`config.mk`:
```
export PLATFORM = sky130hd
export DESIGN_NAME = ssd_scan_ctrl
export DESIGN_NICKNAME = d
export VERILOG_FILES = /design/src/rtl/ssd_scan_ctrl.sv
export SDC_FILE = /design/constraint.sdc
export NUM_CORES = 1
export LEC_CHECK = 0
export BUFFER_PORTS_ARGS = -buffer_cell sky130_fd_sc_hd__clkbuf_2
export CAP_MARGIN = 20
export CELL_PAD_IN_SITES_DETAIL_PLACEMENT = 0
export CELL_PAD_IN_SITES_GLOBAL_PLACEMENT = 1
export CORE_UTILIZATION = 48
export DETAILED_ROUTE_END_ITERATION = 12
export HOLD_SLACK_MARGIN = 0.12
export PLACE_DENSITY_LB_ADDON = 0.1
export SLEW_MARGIN = 30
export SYNTH_ARGS = -nofsm -noshare
export SYNTH_HDL_FRONTEND = slang
export SYNTH_SLANG_ARGS = --single-unit
```
`constraint.sdc`:
```
create_clock -name clk -period 6.4 [get_ports clk]
set_input_delay 0.32 -clock clk [delete_from_list [all_inputs] [get_ports clk]]
set_output_delay 0.32 -clock clk [all_outputs]
set_load 0.05 [all_outputs]
```
`src/rtl/ssd_scan_ctrl.sv`:
```
// Multiplexed seven-segment scan controller: per-digit anode timing with guard blanking,
// frame-atomic display updates through a shadow register, and optional leading-zero blanking.
module ssd_scan_ctrl #(
    parameter int unsigned NUM_DIGITS = 4,
    parameter int unsigned SCAN_DIV   = 50000,
    parameter int unsigned BLANK_CYC  = 500
) (
    input  logic                    clk,
    input  logic                    rst_n,
    input  logic                    en,
    input  logic                    load,
    input  logic [4*NUM_DIGITS-1:0] value_in,
    input  logic [NUM_DIGITS-1:0]   dp_in,
    input  logic                    lz_en,
    output logic [3:0]              hex_sel,
    output logic [NUM_DIGITS-1:0]   an_n,
    output logic                    dp_n,
    output logic                    load_ack
);

    localparam int unsigned CW = (SCAN_DIV > 1) ? $clog2(SCAN_DIV) : 1;
    localparam int unsigned IW = (NUM_DIGITS > 1) ? $clog2(NUM_DIGITS) : 1;
    localparam logic [CW-1:0] CntLast = CW'(SCAN_DIV - 1);
    localparam logic [IW-1:0] IdxLast = IW'(NUM_DIGITS - 1);

    typedef enum logic [0:0] {StBlank, StOn} state_e;
    localparam state_e StReset = (BLANK_CYC == 0) ? StOn : StBlank;

    logic [CW-1:0]                 div_cnt_q, div_cnt_d;
    logic [IW-1:0]                 idx_q, idx_d;
    state_e                        state_q, state_d;
    logic [NUM_DIGITS-1:0][3:0]    act_val_q, act_val_d;
    logic [NUM_DIGITS-1:0]         act_dp_q, act_dp_d;
    logic [NUM_DIGITS-1:0][3:0]    shd_val_q, shd_val_d;
    logic [NUM_DIGITS-1:0]         shd_dp_q, shd_dp_d;
    logic                          pending_q, pending_d;
    logic [3:0]                    hex_q, hex_d;
    logic [NUM_DIGITS-1:0]         an_q, an_d;
    logic                          dp_q, dp_d;
    logic                          ack_q, ack_d;

    logic boundary;
    logic suppress;
    logic zero_run;
    logic lit;

    always_comb begin
        div_cnt_d = div_cnt_q;
        idx_d     = idx_q;
        state_d   = state_q;
        act_val_d = act_val_q;
        act_dp_d  = act_dp_q;
        shd_val_d = shd_val_q;
        shd_dp_d  = shd_dp_q;
        pending_d = pending_q;
        ack_d     = 1'b0;
        boundary  = en && (div_cnt_q == CntLast) && (idx_q == IdxLast);

        if (en) begin
            if (div_cnt_q == CntLast) begin
                div_cnt_d = '0;
                idx_d     = (idx_q == IdxLast) ? '0 : idx_q + IW'(1);
            end else begin
                div_cnt_d = div_cnt_q + CW'(1);
            end
            if (div_cnt_d == '0 && BLANK_CYC != 0) begin
                state_d = StBlank;
            end else if (32'(div_cnt_d) == BLANK_CYC) begin
                state_d = StOn;
            end
        end

        // A load on the boundary edge wins over anything still waiting in the shadow.
        if (boundary) begin
            if (load) begin
                act_val_d = value_in;
                act_dp_d  = dp_in;
                pending_d = 1'b0;
                ack_d     = 1'b1;
            end else if (pending_q) begin
                act_val_d = shd_val_q;
                act_dp_d  = shd_dp_q;
                pending_d = 1'b0;
                ack_d     = 1'b1;
            end
        end else if (load) begin
            shd_val_d = value_in;
            shd_dp_d  = dp_in;
            pending_d = 1'b1;
        end

        // Walk down from the top digit; zero_run stays set while every nibble so far is zero.
        zero_run = 1'b1;
        suppress = 1'b0;
        for (int k = NUM_DIGITS - 1; k >= 1; k--) begin
            zero_run = zero_run && (act_val_d[k] == 4'h0);
            if (idx_d == IW'(k) && zero_run && !act_dp_d[k]) begin
                suppress = lz_en;
            end
        end

        lit  = en && (state_d == StOn) && !suppress;
        an_d = '1;
        for (int k = 0; k < NUM_DIGITS; k++) begin
            if (lit && idx_d == IW'(k)) begin
                an_d[k] = 1'b0;
            end
        end
        hex_d = act_val_d[idx_d];
        dp_d  = !(en && (state_d == StOn) && act_dp_d[idx_d]);
    end

    always_ff @(posedge clk or negedge rst_n) begin
        if (!rst_n) begin
            div_cnt_q <= '0;
            idx_q     <= '0;
            state_q   <= StReset;
            act_val_q <= '0;
            act_dp_q  <= '0;
            shd_val_q <= '0;
            shd_dp_q  <= '0;
            pending_q <= 1'b0;
            hex_q     <= 4'h0;
            an_q      <= '1;
            dp_q      <= 1'b1;
            ack_q     <= 1'b0;
        end else begin
            div_cnt_q <= div_cnt_d;
            idx_q     <= idx_d;
            state_q   <= state_d;
            act_val_q <= act_val_d;
            act_dp_q  <= act_dp_d;
            shd_val_q <= shd_val_d;
            shd_dp_q  <= shd_dp_d;
            pending_q <= pending_d;
            hex_q     <= hex_d;
            an_q      <= an_d;
            dp_q      <= dp_d;
            ack_q     <= ack_d;
        end
    end

    assign hex_sel  = hex_q;
    assign an_n     = an_q;
    assign dp_n     = dp_q;
    assign load_ack = ack_q;

endmodule

```
==> reports/results.ini <==
[floorplanning]
die_h_um = 93.12
ioPinCount = 35
initial_utilization_pct = 50.52
core_area_mm2 = 0.007888
die_w_um = 93.12
rows = 32
die-area_mm2 = 0.008670

[cts]
clock_sinks = 70
cts_tree = built
ctsRootBufferMaster = clkbuf_8
cts_setup_buffers = 0
cts_resized = 0
cts.path.max_buffers = 2
cts-htree-levels = 3
clkTransAtPathRegs_ps = 80
numCtsBuffers = 9
clk_latency_ps = 360
cts_hold_buf = 0

[logic_synthesis]
ys.flop_type = dfrtp_1
yosys_warnings = 0
ys_seq_elements = 70
synthDistinctLibCells = 62
synth_enable_flop_cells = 0
syn_area_mm2 = 0.003985
syn_area_per_cell_um2 = 9.534
async_reset_ff_share_pct = 100.0
synth_seq_area_share_pct = 44.11
synth_fp_nets = 446
synth_cells = 418

[sta]
drv_slew = 0
clock.fmax_mhz = 294.3
rsz0062_at_grt = no
tns_ps = 0
holdWs_ps = 66.86
fin_crit_sh_pct = 53.10
worst_slew_pin_slew_ps = 938.0
finalCriticalPeriod_ps = 3398
fin_skew_ps = 10.89
slew_headroom_pct = 36.99
setup_viol = 0
hold_violations = 0

[power]
p_comb_share_pct = 15.4
peakVddDrop_mv = 0.1296
p_int_mw = 0.7229
p_total_mw = 1.046
power.share.switching_pct = 30.87
p_leak_nw = 1.875
p_per_area_mw_per_mm2 = 240.3
clkPwrFrac_pct = 34.8
switchingPower_mw = 0.3229
p_seq_share_pct = 49.9

[status]
status = completed

[global_route]
grt-ovfl-total = 0
grt_pass1_vias = 3112
grt_pass1_wl_um = 16670
grt_max_degree = 71
grt_antenna_before_repair = 0
track_usage_pct = 25.33

[worst_setup_path]
endpoint_kind = register
worst-setup-path-type = register to register
r2r-end = an_n[2]
cp_data_arrival_time_ps = 3660
r2r_slack_ps = 3000
critical_path_required_ps = 6660
critPathLaunchType = register
path_max_fanout = 12
reg2reg_from = div_cnt_q[5]
reg2reg_depth = 9

[detailed_routing]
ant_nets = 0
drc = 0
wl_per_cell_um = 18.68
drt_pass1_iterations = 5
vias_per_cell = 5.968
routed_wl_um = 10070
drt_iter0_markers = 212
vias = 3217

[placed_design]
dpl.hpwl_um = 6815
place_congestion = 0.8838
placed_cell_area_mm2 = 0.004148
numPortBuffers = 34
place_inst = 523

[run]
max_cap_viol_count = 0

[finish]
final-instance-count-excl-fill = 539
layout-area-overhead-vs-synth_pct = 9.199
drive_above_1_share_pct = 23.34
final_nets = 460
final_cell_area_mm2 = 0.004352
fillerInstances = 715
insertedDiodeCount = 0

[worst_hold_path]
hp-class = primary input to async pin

==> placed cells by master, fill, tap and decap left out, types with 3 or more instances in the layout <==
master,n
a21oi_1,15
nor4_4,3
a21o_1,9
xnor2_1,6
or4_1,3
nand2b_1,3
mux2i_1,3
and2_1,6
and3_1,5
nor2_1,54
nand2_1,40
nor4_1,6
inv_1,6
nand4b_1,4
clkbuf_2,33
nor3_1,14
dfrtp_1,65
mux2_2,23
nand3_1,13
o32ai_1,4
nand4_1,8
a31oi_1,12
or3_1,3
o21ai_1,5
o31ai_1,6
a211oi_1,4
ha_1,3
o21ai_0,16
o22ai_1,4
clkbuf_8,9
dfstp_2,5
==> critical path, stage by stage (launching register included) <==
cell      delay (ps)
dfrtp_1          500
or4_4            640
nor4_1           280
and2_1           270
mux2i_1          550
clkinv_1         440
nand2_1          180
o22ai_1          100
o221ai_2         220
nand4_1          120
==> final cells by class <==
cell class / count / area, um^2 / area share [%]
Clock inverter: 7 / 72.57 / 1.668
Tap cell: 102 / 127.6 / 2.933
Inverter: 7 / 26.28 / 0.6038
Timing Repair Buffer: 35 / 181.4 / 4.169
Clock buffer: 9 / 123.9 / 2.846
Multi-Input combinational cell: 309 / 2062 / 47.38
Sequential cell: 70 / 1758 / 40.40
==> cells in the mapped netlist, types with 8 or more instances <==
master	instances	area, um^2
nor3_1	14	70.07
nand2_1	41	153.9
mux2_2	23	259.0
nor2_1	54	202.7
nand4_1	8	50.05
clkbuf_1	19	71.32
dfrtp_1	65	1627
a31oi_1	12	75.07
nand3_1	13	65.06
a21o_1	9	67.56
a21oi_1	15	75.07
o21ai_0	16	80.08
==> per-layer routing <==
metal	up-vias	global-route usage (%)	share of wire [%]
li1	1553	-	-
met1	1555	35.65	45
met2	95	38.66	48
met3	14	3.984	6.0
met4	0	10.90	1.7
met5	-	0	0
==> through the flow <==
stage / util (%) / setup WS (ps)
2_1_floorplan: - / 3609
3_3_place_gp: 52.47 / 2933
3_5_place_dp: 52.59 / 2779
4_1_cts: 55.08 / 2769
5_1_grt: 55.17 / 2685
6_report: 55.17 / 3002
==> worst max-delay path by stage <==
stage	startpoint	end	slack [ps]	cells past startpoint
3_5_place_dp	div_cnt_q[5]	an_n[2]	2780	9
5_1_grt	div_cnt_q[5]	an_n[2]	2680	9
4_1_cts	div_cnt_q[5]	an_n[2]	2770	9
3_3_place_gp	div_cnt_q[5]	an_n[2]	2930	9
6_report	div_cnt_q[5]	an_n[2]	3000	9
2_1_floorplan	div_cnt_q[11]	an_n[2]	3610	10
==> cell families (layout without fill, tap and decap cells) <==
kind of cell	count (synthesis)	count (layout)	share of synthesized area, %
simple gates	181	181	25.97
compound gates	90	90	15.26
flops	70	70	44.11
buf+inv	39	58	4.458
mux	27	27	7.504
xor+xnor	8	8	1.758
fa+ha+maj	3	3	0.9420
==> registers in the layout, summed over array words and instances, names as in the netlist <==
register,flops
act_dp_q,4
idx_q,2
an_n,4
shd_val_q,16
state_q,1
load_ack,1
div_cnt_q,16
dp_n,1
pending_q,1
hex_sel,4
shd_dp_q,4
act_val_q,16
==> power by group through the flow <==
stage / clock network, mW / registers [mW] / logic [mW]
3_3_place_gp: 0 / 0.527 / 0.157
2_1_floorplan: 0 / 0.493 / 0.150
6_report: 0.364 / 0.522 / 0.161
3_5_place_dp: 0 / 0.530 / 0.161
5_1_grt: 0.393 / 0.528 / 0.178
4_1_cts: 0.372 / 0.521 / 0.162
Power figures use the tool's default switching activity.
